--- src/rtl/hazard_controller.sv ---
// Hazard sequencer for the 5-stage RV32 core: decides advance/hold/flush for the PC and every
// pipeline register each cycle, and counts stall cycles and accepted redirects.
module hazard_controller #(
    parameter int REDIRECT_BUBBLES = 1,
    parameter int CNT_W            = 32
) (
    input  logic             clk,
    input  logic             reset_n,
    input  logic [4:0]       id_rs1,
    input  logic [4:0]       id_rs2,
    input  logic             id_uses_rs1,
    input  logic             id_uses_rs2,
    input  logic             ex_MemRead,
    input  logic [4:0]       ex_rd,
    input  logic             ex_redirect,
    input  logic             mem_req,
    input  logic             mem_ready,
    output logic             pc_write,
    output logic             if_id_write,
    output logic             if_id_flush,
    output logic             id_ex_hold,
    output logic             id_ex_flush,
    output logic             pipe_hold,
    output logic [CNT_W-1:0] stall_cycles,
    output logic [CNT_W-1:0] flush_events
);

    typedef enum logic [1:0] {RUN, MEM_WAIT, REDIRECT} state_t;

    localparam logic [2:0] BUB_LOAD = 3'(REDIRECT_BUBBLES);

    state_t     state, state_nxt;
    logic [2:0] bub, bub_nxt;
    logic       mem_wait, load_use, flush_inc;

    // Once in MEM_WAIT the freeze lasts until the access completes, whatever mem_req does.
    assign mem_wait = (state == MEM_WAIT) ? !mem_ready : (mem_req && !mem_ready);
    assign load_use = ex_MemRead && (ex_rd != 5'd0) &&
                      ((id_uses_rs1 && (ex_rd == id_rs1)) || (id_uses_rs2 && (ex_rd == id_rs2)));

    always_comb begin
        pc_write    = 1'b1;
        if_id_write = 1'b1;
        if_id_flush = 1'b0;
        id_ex_hold  = 1'b0;
        id_ex_flush = 1'b0;
        pipe_hold   = 1'b0;
        state_nxt   = state;
        bub_nxt     = bub;
        flush_inc   = 1'b0;
        if (mem_wait) begin
            pc_write    = 1'b0;
            if_id_write = 1'b0;
            id_ex_hold  = 1'b1;
            pipe_hold   = 1'b1;
            state_nxt   = MEM_WAIT;
        end else if (ex_redirect) begin
            if_id_flush = 1'b1;
            id_ex_flush = 1'b1;
            flush_inc   = 1'b1;
            bub_nxt     = BUB_LOAD;
            state_nxt   = (BUB_LOAD != 3'd0) ? REDIRECT : RUN;
        end else if (bub != 3'd0) begin
            // Outside a freeze, a nonzero bub means a redirect shadow, including MEM_WAIT release.
            if_id_flush = 1'b1;
            bub_nxt     = bub - 3'd1;
            state_nxt   = (bub == 3'd1) ? RUN : REDIRECT;
        end else begin
            state_nxt = RUN;
            if (load_use) begin
                pc_write    = 1'b0;
                if_id_write = 1'b0;
                id_ex_flush = 1'b1;
            end
        end
    end

    always_ff @(posedge clk or negedge reset_n) begin
        if (!reset_n) begin
            state        <= RUN;
            bub          <= 3'd0;
            stall_cycles <= '0;
            flush_events <= '0;
        end else begin
            state <= state_nxt;
            bub   <= bub_nxt;
            if (!pc_write && (stall_cycles != '1))
                stall_cycles <= stall_cycles + CNT_W'(1);
            if (flush_inc && (flush_events != '1))
                flush_events <= flush_events + CNT_W'(1);
        end
    end

endmodule

--- config.mk ---
export PLATFORM = sky130hd
export DESIGN_NAME = hazard_controller
export DESIGN_NICKNAME = d
export VERILOG_FILES = /design/src/rtl/hazard_controller.sv
export SDC_FILE = /design/constraint.sdc
export NUM_CORES = 1
export LEC_CHECK = 0
export CORE_ASPECT_RATIO = 1.5
export CORE_UTILIZATION = 44
export CTS_BUF_LIST = sky130_fd_sc_hd__clkbuf_8 sky130_fd_sc_hd__clkbuf_16
export CTS_CLUSTER_DIAMETER = 50
export DETAILED_ROUTE_END_ITERATION = 6
export GPL_TIMING_DRIVEN = 0
export PLACE_DENSITY = 0.77
export SYNTH_ARGS = -nofsm -noshare
export SYNTH_HDL_FRONTEND = slang
export SYNTH_SLANG_ARGS = --single-unit
export TNS_END_PERCENT = 10
--- constraint.sdc ---
create_clock -name clk -period 2.15 [get_ports clk]
set_input_delay 0.43 -clock clk [delete_from_list [all_inputs] [get_ports clk]]
set_output_delay 0.43 -clock clk [all_outputs]
set_load 0.005 [all_outputs]
Word-level counts from Yosys, hierarchy flattened

Index checks and enable logic that the tools add are counted.

Add/sub/neg operators: 3
Bitwise gates (word level): 1
Equality and inequality tests: 6
Reductions and logical operators: 14
Muxes and demuxes: 21

Operators by type and width:

| cell                    | number |
|---|---|
| $add A32 B1 Y32 const B | 2 |
| $ne A32 B32 Y1 const B  | 2 |
| $mux W1                 | 15 |
| $eq A5 B5 Y1            | 2 |
| $mux W2                 | 4 |
| $logic_and A1 B1 Y1     | 7 |
| $mux W3                 | 2 |
| $reduce_bool A5 Y1      | 1 |
| $eq A3 B1 Y1 const B    | 1 |
| $reduce_bool A3 Y1      | 1 |
| $sub A3 B1 Y3 const B   | 1 |
| $eq A2 B1 Y1 const B    | 1 |
| $logic_not A1 Y1        | 2 |
| $reduce_and A2 Y1       | 1 |
| $reduce_bool A2 Y1      | 1 |
| $logic_or A1 B1 Y1      | 1 |
| $not A1 Y1              | 1 |

Register bits after elaboration: 69
Input port bits: 23
Word-level logic and storage cells: 49

Longest topological paths before layout

Gate-level depths: netlist (run 1).

Depth in word-level cells: 10
Depth in mapped cells: 9
Depth with buffers taken out: 8

Least setup slack after synthesis (run 1)

OpenSTA, ideal clock, no wires.

Path kind: register to register
Start: reg stall_cycles[0]
End: reg stall_cycles[1]
Buffers on the path: 0
Data arrival time: 2120 ps
Path slack: -95 ps
Setup time: 125 ps
Stages on the path, launching flop included: 7
Path through: dfrtp_1 -> ha_1 -> nand4_1 -> or2_2 -> or4_1 -> nand3_2 -> mux2_2

Word-level cells in the longest chain between the ends: 2
Elaborated cells between the ends (all ways): 3
Classes of those cells: add/sub: 1; eq/ne: 1; reduce/logical: 1

Ends and longest elaborated chain:

| item                                                    | RTL line | RTL |
|---|---|---|
| from (decl)                                             | 24       | `output logic [CNT_W-1:0] stall_cycles,` |
| from (signal assigned)                                  | 88       | `stall_cycles <= stall_cycles + CNT_W'(1);` |
| branches (longest 2 deep; another with $add A32 B1 Y32) | --       |  |

Several ways; the timed one is not identified.
A chain may end at the register's enable or synchronous reset.

Worst setup path after layout (run 1)

Start: reg stall_cycles[1]
End: reg stall_cycles[6]

Same word-level chain as after synthesis.

==> flow_summary.ini, run 1 <==
[outcome]
status = complete, but fails checks
violations = negative setup slack

[global_route]
grt_max_degree = 70
grtUsageTotal_pct = 23.1
grt_pass1_vias = 3164
grt_overflow = 0
antenna_found_initial = 0
grt_pass1_wl_um = 14800

[layout]
seqCellArea_um2 = 1730
stdcell_area_um2 = 5250
drive_above_1_share_pct = 21.4
final_common_cell = clkdlybuf4s50_1
fillers = 596
insertedDiodeCount = 0
area_growth_pct = 50.2
fin_nets = 499
layout_common_cells = clkdlybuf4s50_1 (72), dfrtp_1 (64), xor2_1 (38)
multi_input_area_um2 = 1860

[cts]
clockRootBuffer = clkbuf_16
clk_pin_slew_ns = 0.06
clock_latency_ns = 0.33
cts_buffer_depth = 2
cts_hold_buf = 0
clock-sinks = 69
tritoncts = yes
numCtsBuffers = 9
htree_num_levels = 3

[logic_synthesis]
yosysWarnings = 0
synth_area_per_cell_um2 = 10.1
synth.area.top_cells = dfrtp_1 (49%), xor2_1 (9.5%), xnor2_1 (8.0%)
seq_area_frac_synth_pct = 49.4
synth_nets = 374
synth.distinct_cells = 37
synth_top_area_share_pct = 49.4
synth_largest_area_cell = dfrtp_1
synth-seq-cells = 69
syn_area_um2 = 3490
synth_cells = 346

[timing]
worstMarginPinSlew_ns = 0.869
hold_viol = 0
slew_viol_final = 0
period_minus_slack_ns = 2.18
max_slew_margin_pct = 42.1
rsz0062_at_grt = yes
worst_slack_ns = -0.0290
clock.fmax_mhz = 459
whs_ns = 0.207
skew_ns = 0.00612
period_share_pct = 101
setup_viol = 15

[placed_design]
post-dp-hpwl_um = 5920
gp_congestion = 0.876
port-buffer-count = 91
pre_cts_ws_ns = -1.06
dpl_cell_area_um2 = 4550

[worst_setup_path]
crit_fanout = 5
cp_cell_sequence = ha_2 -> nand4_1 -> or2_4 -> or4_4 -> nand3_4 -> clkbuf_16 -> nor3_1 -> xor2_1
worstPathRequired_ns = 2.36
critPathCaptureType = flop
cpPeakStageDelay_ns = 0.47
crit_path_top_delay_cell = or4_4
critPathKind = flop to flop
start_kind = flop
cp.arrival_ns = 2.39

[die]
die_h_um = 111
rows = 39
io_pins = 93
die-area_um2 = 8310
core_um2 = 7660
die_w_um = 74.8
initial_core_util_pct = 45.6

[route]
wl_met3_um = 404
initialDrtViolationCount = 110
wl_met2_um = 4900
wire_per_inst_um = 15.8
drt-total-wl_um = 9150
drt_pre_antenna_iters = 4
drc_errors = 0
detail-route-antenna-nets = 0
vias = 3093
vias_per_cell = 5.35
topRoutingLayerUsed = met4
wl_met1_um = 3550

[min_path]
hold_class = input pin to async pin

[power_and_ir_drop]
combPwrFrac_pct = 23.4
seqPwrFrac_pct = 38.4
intPower_mw = 3.05
p_leak_nw = 2.30
switching_share_pct = 27.3
cellPowerDensity_nw_per_um2 = 800
ir_drop_uv = 667
clkPwrFrac_pct = 38.1
p_switching_mw = 1.14

[job]
cap_violations = 0
[Yosys cell counts]
| library cell | number |
|---|---|
| a21oi_1 | 1 |
| a31oi_2 | 1 |
| and3_1 | 7 |
| and4_1 | 8 |
| buf_1 | 1 |
| buf_4 | 3 |
| buf_6 | 2 |
| clkbuf_1 | 3 |
| dfrtp_1 | 69 |
| ha_1 | 5 |
| inv_1 | 8 |
| mux2_2 | 2 |
| nand2_1 | 26 |
| nand2b_1 | 3 |
| nand3_1 | 29 |
| nand3_2 | 1 |
| nand4_1 | 21 |
| nor2_1 | 42 |
| nor2b_1 | 2 |
| nor3_1 | 15 |
| nor3b_1 | 1 |
| nor4_1 | 6 |
| nor4_4 | 1 |
| o21ai_0 | 3 |
| o21bai_1 | 1 |
| o221ai_1 | 1 |
| o22a_1 | 2 |
| o22ai_1 | 3 |
| o31ai_1 | 1 |
| o32a_1 | 1 |
| or2_1 | 1 |
| or2_2 | 2 |
| or3_1 | 1 |
| or3_2 | 1 |
| or4_1 | 2 |
| xnor2_1 | 32 |
| xor2_1 | 38 |
[timing repair]
action                     CTS  global route
buffers inserted            15             7
setup endpoints to repair   69            50
gates cloned                 0             3
pin swaps                   20             7
gates resized for setup     71            24
[layout make-up]
class	count	share of cell area, %
Buffer	7	1.24
Clock buffer	10	4.56
Clock inverter	6	1.67
Inverter	8	0.620
Multi-Input combinational cell	261	35.4
Sequential cell	69	33.0
Tap cell	102	2.43
Timing Repair Buffer	115	21.1
[cells by family after synthesis]
kind of cell	Yosys count	synth area share (%)
muxes	2	0.645
AOI/OAI and AO/OA	14	2.94
buffers and inverters	17	2.58
adders and majority gates	5	1.79
and+or+nand+nor	169	25.1
xor gates and xnor gates	70	17.6
DFF	69	49.4
[layer usage]
metal  up-vias  global-route usage, %
li1       1456                      -
met1      1499                   26.5
met2       109                   39.6
met3        29                   5.18
met4         0                   10.6
met5         -                      0
[critical path, delay by kind of cell (launching register included)]
kind | cells | cell delay [ns]
and+or+nand+nor | 5 | 1.12
DFF | 1 | 0.41
adders and majority gates | 1 | 0.23
buffers and inverters | 1 | 0.17
xor gates and xnor gates | 1 | 0.14
[power by group through the flow]
stage	clock (mW)	sequential [mW]	combinational (mW)
6_report	1.60	1.61	0.983
5_1_grt	1.68	1.63	1.09
4_1_cts	1.62	1.60	0.929
3_5_place_dp	0	1.64	0.782
3_3_place_gp	0	1.62	0.759
2_1_floorplan	0	1.61	0.387
[final timing paths]
check	startpoint	endpoint	slack, ns	cells past startpoint
worst max-delay path	stall_cycles[1]	stall_cycles[6]	-0.03	8
worst min-delay path	reset_n	stall_cycles[21]	0.21	1
worst max register to register	stall_cycles[1]	stall_cycles[6]	-0.03	8
worst min register to register	flush_events[26]	flush_events[26]	0.49	1
max in group asynchronous	reset_n	flush_events[5]	1.32	1
min in group clk	flush_events[26]	flush_events[26]	0.49	1
[flip-flops by register name, summed over array words and instances, names as in the netlist]
signal / flops
bub: 3
flush_events: 32
stall_cycles: 32
state: 2
[through the flow]
stage / utilization, % / total power [mW] / instances / setup TNS [ns]
floorplan: - / 2.00 / 346 / 0
CTS: 66.1 / 4.15 / 569 / -0.0103
finish: 68.5 / 4.20 / 578 / -0.276
global placement: 59.4 / 2.38 / 539 / -147.94
detailed placement: 59.3 / 2.42 / 539 / -33.72
global route: 68.5 / 4.40 / 578 / -1.90
(Power assumes the default switching activity.)
==> run 2, diff against run 1 <==
- CAP_MARGIN: default -> 20
- CORE_MARGIN: default -> 2
- CTS_CLUSTER_DIAMETER: 50 -> 40
==> flow_summary.ini, run 2 (synthesized netlist as in run 1, its figures left out) <==
[layout]
area_growth_pct = 45.3
insertedDiodeCount = 0
stdcell_area_um2 = 5080
layout_common_cells = clkdlybuf4s50_1 (70), dfrtp_1 (66), nor2_1 (40)
final_common_cell = clkdlybuf4s50_1
final-instance-count-excl-fill = 571
fin_nets = 492
drive_above_1_share_pct = 16.0
fillers = 621
top_regs = flush_events x32, stall_cycles x32, bub x3

[worst_setup_path]
cp_top_family = simple AND/OR/NAND/NOR gates
crit_path_top_delay_cell = or4_4
critPathCaptureType = flop
critPathKind = flop to flop
crit_fanout = 10
worstPathRequired_ns = 2.35
cpPeakStageDelay_ns = 0.43
path_buf_inv = 1
cp.arrival_ns = 2.40
cp_cell_sequence = ha_2 -> nand4_1 -> or2_4 -> or4_4 -> nand3_4 -> buf_6 -> nor3_1 -> xor2_1
start_kind = flop

[cts]
clock-sinks = 69
cts_buffer_depth = 2
tritoncts = yes
numCtsBuffers = 9
clk_pin_slew_ns = 0.05
clock_latency_ns = 0.33
htree_num_levels = 3
clockRootBuffer = clkbuf_16

[timing]
max_slew_margin_pct = 42.5
worst_slack_ns = -0.0453
hold_viol = 0
period_minus_slack_ns = 2.20
skew_ns = 0.00693
whs_ns = 0.213
setup_viol = 22
period_share_pct = 102
slew_viol_final = 0
fin_tns_setup_ns = -0.660
worstMarginPinSlew_ns = 0.863
rsz0062_at_grt = yes
clock.fmax_mhz = 456

[route]
drt-total-wl_um = 8540
initialDrtViolationCount = 137
vias_per_cell = 5.25
drc_errors = 0
wire_per_inst_um = 14.9
detail-route-antenna-nets = 0
vias = 2999
drt_pre_antenna_iters = 4

[global_route]
grt_pass1_vias = 2945
busiest_layer = met2
grt_pass1_wl_um = 14100
gr-usage-met1_pct = 24.0
antenna_found_initial = 0
grtUsageTotal_pct = 20.1
grt_max_degree = 70
grt_overflow = 0
met2_usage_pct = 33.7
grt_use_met3_pct = 4.15

[placed_design]
placedCellCount = 539
gp_congestion = 0.925
port-buffer-count = 91
post-dp-hpwl_um = 5890
dpl_cell_area_um2 = 4550

[job]
cap_violations = 0

[die]
die_w_um = 76.8
initial_core_util_pct = 45.6
io_pins = 93
core_um2 = 7660
die-area_um2 = 8680
die_h_um = 113
rows = 39

[power_and_ir_drop]
ir_drop_uv = 597
cellPowerDensity_nw_per_um2 = 780
p_leak_nw = 2.33

[outcome]
violations = negative setup slack
status = complete, but fails checks

[min_path]
hold_class = input pin to async pin
[run 2: final timing paths]
kind                                  startpoint  slack, ns                to  depth (start not counted)
worst min-delay path                     reset_n       0.21  stall_cycles[20]                          1
min in group clk                         mem_req       0.44          state[0]                          3
worst min register to register  stall_cycles[12]       0.49  stall_cycles[12]                          1
max in group asynchronous                reset_n       1.32   flush_events[4]                          1
worst max register to register   stall_cycles[1]      -0.05   stall_cycles[6]                          8
worst max-delay path             stall_cycles[1]      -0.05   stall_cycles[6]                          8
[run 2: area by class of cell]
class / instances / area [µm²] / area share [%]
Sequential cell: 69 / 1730 / 34.1
Clock buffer: 10 / 239 / 4.71
Tap cell: 102 / 128 / 2.51
Multi-Input combinational cell: 260 / 1790 / 35.3
Inverter: 8 / 32.5 / 0.641
Buffer: 9 / 76.3 / 1.50
Clock inverter: 6 / 48.8 / 0.961
Timing Repair Buffer: 107 / 1030 / 20.3
[run 2: what timing repair did]
action,CTS,global route
endpoints found under the hold margin,0,0
pin swaps,15,20
hold buffers,0,0
endpoints found under the setup margin,69,59
resized for setup,63,22
buffers inserted,10,6
[run 2: power breakdown]
| group | total [mW] | internal (mW) | leakage [nW] | switching (mW) |
|---|---|---|---|---|
| Sequential | 1.62 | 1.44 | 0.911 | 0.176 |
| Combinational | 0.925 | 0.528 | 1.26 | 0.396 |
| Clock | 1.42 | 0.907 | 0.159 | 0.508 |
[run 2: layer usage]
layer	up-vias	wire (µm)
met1	1434	3400
met2	105	4420
met3	27	350
met5	-	0
met4	0	357
li1	1433	-
[run 2: per-stage QoR]
step | worst slack (ns) | total power, mW | util [%]
2_1_floorplan | 0.0650 | 2.00 | -
3_3_place_gp | -1.68 | 2.39 | 59.4
3_5_place_dp | -1.13 | 2.42 | 59.3
4_1_cts | -0.0848 | 3.96 | 65.1
5_1_grt | -0.139 | 4.15 | 66.3
6_report | -0.0453 | 3.96 | 66.3
